[src/rtl/reg_host_seq.sv]
// Host-side register initiator: single read/write commands plus an autonomous
// run sequence that enables the logic and polls status bit0 until halt or timeout.
module reg_host_seq #(
  parameter int unsigned  POLL_INTERVAL = 16,
  parameter logic [31:0]  TIMEOUT       = 32'h000F_FFFF
) (
  input  logic        i_clk,
  input  logic        i_rst,
  input  logic        i_cmd_valid,
  input  logic        i_cmd_write,
  input  logic [31:0] i_cmd_addr,
  input  logic [31:0] i_cmd_data,
  output logic        o_cmd_ready,
  output logic        o_rsp_valid,
  output logic [31:0] o_rsp_data,
  input  logic        i_start,
  output logic        o_busy,
  output logic        o_done,
  output logic        o_timeout,
  output logic [31:0] o_cycles,
  output logic [1:0]  o_reg_ctl,
  output logic [31:0] o_reg_addr,
  output logic [31:0] o_reg_data,
  input  logic [31:0] i_reg_data,
  output logic        o_logic_en
);

  typedef enum logic [2:0] {
    S_IDLE,
    S_CMD_ISSUE,
    S_CMD_WAIT,
    S_CMD_RSP,
    S_RUN,
    S_POLL_ISSUE,
    S_POLL_WAIT
  } state_t;

  localparam logic [1:0]  CTL_NOP   = 2'd0;
  localparam logic [1:0]  CTL_READ  = 2'd1;
  localparam logic [1:0]  CTL_WRITE = 2'd2;
  localparam logic [31:0] POLL_LAST = 32'(POLL_INTERVAL - 1);

  state_t      state_q, state_d;
  logic        cmd_write_q, cmd_write_d;
  logic [1:0]  reg_ctl_q, reg_ctl_d;
  logic [31:0] reg_addr_q, reg_addr_d;
  logic [31:0] reg_data_q, reg_data_d;
  logic        logic_en_q, logic_en_d;
  logic        rsp_valid_q, rsp_valid_d;
  logic [31:0] rsp_data_q, rsp_data_d;
  logic        done_q, done_d;
  logic        timeout_q, timeout_d;
  logic [31:0] cycles_q, cycles_d;
  logic [31:0] poll_cnt_q, poll_cnt_d;
  logic [31:0] cycles_inc;
  logic        in_run;
  logic        run_expire;

  always_comb begin
    state_d     = state_q;
    cmd_write_d = cmd_write_q;
    reg_ctl_d   = CTL_NOP;
    reg_addr_d  = reg_addr_q;
    reg_data_d  = reg_data_q;
    logic_en_d  = logic_en_q;
    rsp_valid_d = 1'b0;
    rsp_data_d  = rsp_data_q;
    done_d      = done_q;
    timeout_d   = timeout_q;
    cycles_d    = cycles_q;
    poll_cnt_d  = poll_cnt_q;

    cycles_inc = (cycles_q == TIMEOUT) ? cycles_q : cycles_q + 32'd1;
    if (logic_en_q) begin
      cycles_d = cycles_inc;
    end
    in_run     = (state_q == S_RUN) || (state_q == S_POLL_ISSUE) || (state_q == S_POLL_WAIT);
    run_expire = in_run && logic_en_q && (cycles_inc == TIMEOUT);

    case (state_q)
      S_IDLE: begin
        if (i_cmd_valid) begin
          cmd_write_d = i_cmd_write;
          reg_addr_d  = i_cmd_addr;
          reg_data_d  = i_cmd_data;
          reg_ctl_d   = i_cmd_write ? CTL_WRITE : CTL_READ;
          state_d     = S_CMD_ISSUE;
        end else if (i_start) begin
          done_d     = 1'b0;
          timeout_d  = 1'b0;
          cycles_d   = 32'd0;
          logic_en_d = 1'b1;
          poll_cnt_d = 32'd0;
          state_d    = S_RUN;
        end
      end
      S_CMD_ISSUE: begin
        if (cmd_write_q) begin
          rsp_valid_d = 1'b1;
          rsp_data_d  = 32'd0;
          state_d     = S_CMD_RSP;
        end else begin
          state_d = S_CMD_WAIT;
        end
      end
      S_CMD_WAIT: begin
        rsp_data_d  = i_reg_data;
        rsp_valid_d = 1'b1;
        state_d     = S_CMD_RSP;
      end
      S_CMD_RSP: begin
        state_d = S_IDLE;
      end
      S_RUN: begin
        if (poll_cnt_q == POLL_LAST) begin
          reg_ctl_d  = CTL_READ;
          reg_addr_d = 32'd0;
          state_d    = S_POLL_ISSUE;
        end else begin
          poll_cnt_d = poll_cnt_q + 32'd1;
        end
      end
      S_POLL_ISSUE: begin
        state_d = S_POLL_WAIT;
      end
      S_POLL_WAIT: begin
        if (i_reg_data[0]) begin
          logic_en_d = 1'b0;
          done_d     = 1'b1;
          state_d    = S_IDLE;
        end else begin
          poll_cnt_d = 32'd0;
          state_d    = S_RUN;
        end
      end
      default: begin
        state_d = S_IDLE;
      end
    endcase

    // Timeout overrides a halt seen on the same edge and cancels any pending poll read.
    if (run_expire) begin
      logic_en_d = 1'b0;
      timeout_d  = 1'b1;
      done_d     = 1'b0;
      reg_ctl_d  = CTL_NOP;
      state_d    = S_IDLE;
    end
  end

  always_ff @(posedge i_clk) begin
    if (i_rst) begin
      state_q     <= S_IDLE;
      cmd_write_q <= 1'b0;
      reg_ctl_q   <= CTL_NOP;
      reg_addr_q  <= 32'd0;
      reg_data_q  <= 32'd0;
      logic_en_q  <= 1'b0;
      rsp_valid_q <= 1'b0;
      rsp_data_q  <= 32'd0;
      done_q      <= 1'b0;
      timeout_q   <= 1'b0;
      cycles_q    <= 32'd0;
      poll_cnt_q  <= 32'd0;
    end else begin
      state_q     <= state_d;
      cmd_write_q <= cmd_write_d;
      reg_ctl_q   <= reg_ctl_d;
      reg_addr_q  <= reg_addr_d;
      reg_data_q  <= reg_data_d;
      logic_en_q  <= logic_en_d;
      rsp_valid_q <= rsp_valid_d;
      rsp_data_q  <= rsp_data_d;
      done_q      <= done_d;
      timeout_q   <= timeout_d;
      cycles_q    <= cycles_d;
      poll_cnt_q  <= poll_cnt_d;
    end
  end

  assign o_cmd_ready = (state_q == S_IDLE) && !i_rst;
  assign o_busy      = (state_q != S_IDLE);
  assign o_rsp_valid = rsp_valid_q;
  assign o_rsp_data  = rsp_data_q;
  assign o_done      = done_q;
  assign o_timeout   = timeout_q;
  assign o_cycles    = cycles_q;
  assign o_reg_ctl   = reg_ctl_q;
  assign o_reg_addr  = reg_addr_q;
  assign o_reg_data  = reg_data_q;
  assign o_logic_en  = logic_en_q;

endmodule

[config.mk]
export PLATFORM = sky130hd
export DESIGN_NAME = reg_host_seq
export DESIGN_NICKNAME = d
export VERILOG_FILES = /design/src/rtl/reg_host_seq.sv
export SDC_FILE = /design/constraint.sdc
export NUM_CORES = 1
export LEC_CHECK = 0
export BUFFER_PORTS_ARGS = -buffer_cell sky130_fd_sc_hd__buf_2
export CAP_MARGIN = 20
export CORE_MARGIN = 2
export CORE_UTILIZATION = 45
export DETAILED_ROUTE_END_ITERATION = 10
export GPL_TIMING_DRIVEN = 0
export PLACE_DENSITY = 0.83
export RECOVER_POWER = 100
export SLEW_MARGIN = 20
export SYNTH_ARGS = -nofsm -noshare
export SYNTH_HDL_FRONTEND = slang
export SYNTH_SLANG_ARGS = --single-unit
[constraint.sdc]
create_clock -name i_clk -period 2.9 [get_ports i_clk]
set_input_delay 0.435 -clock i_clk [delete_from_list [all_inputs] [get_ports i_clk]]
set_output_delay 0.435 -clock i_clk [all_outputs]
set_load 0.01 [all_outputs]
==> impl_metrics.py <==
metrics = {
    "route": {
        "vias_per_cell": 5.39,
        "wl_per_cell_um": 15.4,
        "drt-initial-drc-count": 501,
        "drc_errors": 0,
        "routed_wl_um": 21300,
        "first_pass_iters": 5,
        "postRouteAntennaNets": 0,
        "via_count": 7451,
    },
    "cells_and_area": {
        "antenna_cells": 0,
        "area_delta_synth_final_pct": 26.8,
        "nFillCells": 1514,
        "drive_gt1_share_pct": 16.4,
        "nets": 1256,
        "fin_util_pct": 58.3,
        "fin_area_um2": 9260,
        "final_cells": 1382,
    },
    "floorplan": {
        "start_util_pct": 46.0,
        "die_w_um": 131,
        "die_h_um": 131,
        "placementRows": 46,
        "die_area_um2": 17300,
        "core_um2": 15900,
        "io_pins": 237,
    },
    "cts": {
        "clockBufferDepth": 2,
        "clkSlewWorstSetupHoldPaths_ps": 70,
        "cts_tree": "built",
        "worstSkewPairLatency_ps": 420,
        "cts_root_buf": "clkbuf_16",
        "h-tree-depth": 4,
        "numCtsBuffers": 17,
        "cts.sinks": 170,
    },
    "yosys": {
        "ys_types": 55,
        "synth.largest_area_cell": "dfxtp_1",
        "synth_enable_flop_cells": 0,
        "netlist_area_um2": 7300,
        "synth.most_common_cell": "dfxtp_1",
        "syn_nets": 997,
        "synth-async-reset-ratio_pct": 0,
        "syn_area_per_cell_um2": 8.17,
        "synth.top_cell.area_share_pct": 46.6,
        "synth-seq-cells": 170,
        "synthTopCellsByArea": "dfxtp_1, nand2_1, a21oi_1, nor2_1, xor2_1",
        "yosys_most_used_dff": "dfxtp_1",
        "yosys-top-cells-count": "dfxtp_1, nand2_1, nor2_1, a21oi_1, nand3_1",
        "synth_warnings": 0,
        "netlist_instances": 894,
        "ys_seq_area_share_pct": 46.6,
    },
    "timing": {
        "skew_ps": 10.2,
        "setup_slack_ps": 105,
        "timing.final.max_slew_violations": 0,
        "hold_viol": 0,
        "max-slew-margin-rel_pct": 59.3,
        "timing.final.crit_share_pct": 96.4,
        "rsz0062_at_grt": "true",
        "min_period_ps": 2790,
        "tightestPinTransition_ps": 608,
        "fmax_mhz": 358,
        "finalSetupViolations": 0,
    },
    "min_path": {
        "hold_path.class": "in2reg",
    },
    "placed_design": {
        "placedCellCount": 1346,
        "numPortBuffers": 236,
        "gp_congestion": 0.939,
        "dpl.hpwl_um": 15600,
        "place_ws_ps": -302,
        "placed_cell_area_um2": 8750,
    },
    "run": {
        "cap_violations": 0,
    },
    "global_route": {
        "grt.overflow.total": 0,
        "grt_max_degree": 17,
        "grt_pass1_vias": 6952,
        "antenna_found_initial": 0,
        "grt_first_pass_wirelength_um": 34600,
        "grtUsageTotal_pct": 24.3,
    },
    "worst_setup_path": {
        "worstSetupPathType": "reg2reg",
        "start_kind": "register",
        "cp-end-kind": "register",
        "path_max_fanout": 8,
        "worstPathRequired_ps": 3180,
        "cp.arrival_ps": 3080,
    },
    "outcome": {
        "status": "complete, no violations",
    },
    "power_and_ir_drop": {
        "power.density_nw_per_um2": 571,
        "peakVddDrop_v": 0.000393,
        "p_leak_nw": 3.50,
    },
}
final timing paths:
path | startpoint | to | slack, ps | cells after the start
setup / recovery | o_cycles[8]$_SDFF_PP0_ | o_done$_SDFFE_PP0P_ | 110 | 8
setup reg to reg | o_cycles[8]$_SDFF_PP0_ | o_done$_SDFFE_PP0P_ | 110 | 8
hold reg to reg | o_reg_data[21]$_SDFFE_PP0P_ | o_reg_data[21]$_SDFFE_PP0P_ | 450 | 2
hold / removal | i_cmd_data[15] | o_reg_data[15]$_SDFFE_PP0P_ | 240 | 3
where the power goes:
| part | internal [mW] | total, mW | leakage, nW | switching [mW] |
|---|---|---|---|---|
| logic | 0.216 | 0.636 | 1.84 | 0.420 |
| clock network | 1.16 | 2.15 | 0.272 | 0.981 |
| registers | 2.44 | 2.50 | 1.38 | 0.0585 |
| total | 3.82 | 5.28 | 3.50 | 1.46 |
through the flow:
stage	power [mW]	setup TNS (ps)	hold slack, ps
global route	5.51	-79.9	229
floorplan	2.91	0	437
global placement	3.19	-2620	439
detailed placement	3.21	-2190	443
finish	5.28	0	241
CTS	5.35	0	228
layer usage:
layer | share of wire [%] | vias to the layer above | global-route usage [%] | wire length (um)
met3 | 5.6 | 65 | 4.78 | 1190
met5 | 0 | - | 0 | 0
li1 | - | 3620 | - | -
met4 | 3.6 | 0 | 10.5 | 766
met1 | 43 | 3478 | 31.0 | 9260
met2 | 47 | 288 | 40.1 | 10100
sequential cells by signal, summed over array words and instances (netlist names):
signal,flops
poll_cnt_q,32
o_timeout,1
o_logic_en,1
state_q,3
o_rsp_valid,1
o_done,1
o_reg_ctl,2
o_cycles,32
cmd_write_q,1
o_reg_data,32
o_reg_addr,32
o_rsp_data,32
worst max-delay path: stages, from the launching register on:
cell       delay, ps
dfxtp_1          510
nand4_1          250
or3_4            480
or4_1            500
a211oi_2         250
nand4_2          160
nor4_4           240
buf_4            190
a2111oi_1         60
timing repair:
action | in CTS | in global routing
cloned | 0 | 0
endpoints found under the hold margin | 0 | 0
setup buffers | 4 | 1
pin swaps | 3 | 2
endpoints found under the setup margin | 15 | 20
hold buffers | 0 | 0
resized for setup | 1 | 12
logic make-up after synthesis:
logic type	count (synthesis)	share of synthesized area [%]
multiplexers	1	0.137
buffers and inverters	75	4.06
flip-flops	170	46.6
AO/OA/AOI/OAI	153	12.7
XOR/XNOR	65	7.80
AND/OR/NAND/NOR	428	28.3
adder cells (fa/ha/maj)	2	0.343
placed cells by master (no fill, tap or decap), drive strengths merged, types with 16 or more instances in the layout:
cell    instances
nand3          57
a22oi          33
buf           140
clkbuf        183
xor2           44
nand2         139
nor3           17
nand4          26
nor2          108
a21oi          84
dfxtp         170
xnor2          21
inv            16
cell type report:
class,instances,area (um2),area share (%)
plain buffers,63,255,2.76
clock inverters,13,110,1.19
flip-flops and latches,170,3400,36.8
clock buffers,19,453,4.89
inverters,11,41.3,0.446
well taps,216,270,2.92
repair buffers,241,1080,11.7
multi-input cells,649,3640,39.4
Note: power is estimated with default switching activity, not from simulation.
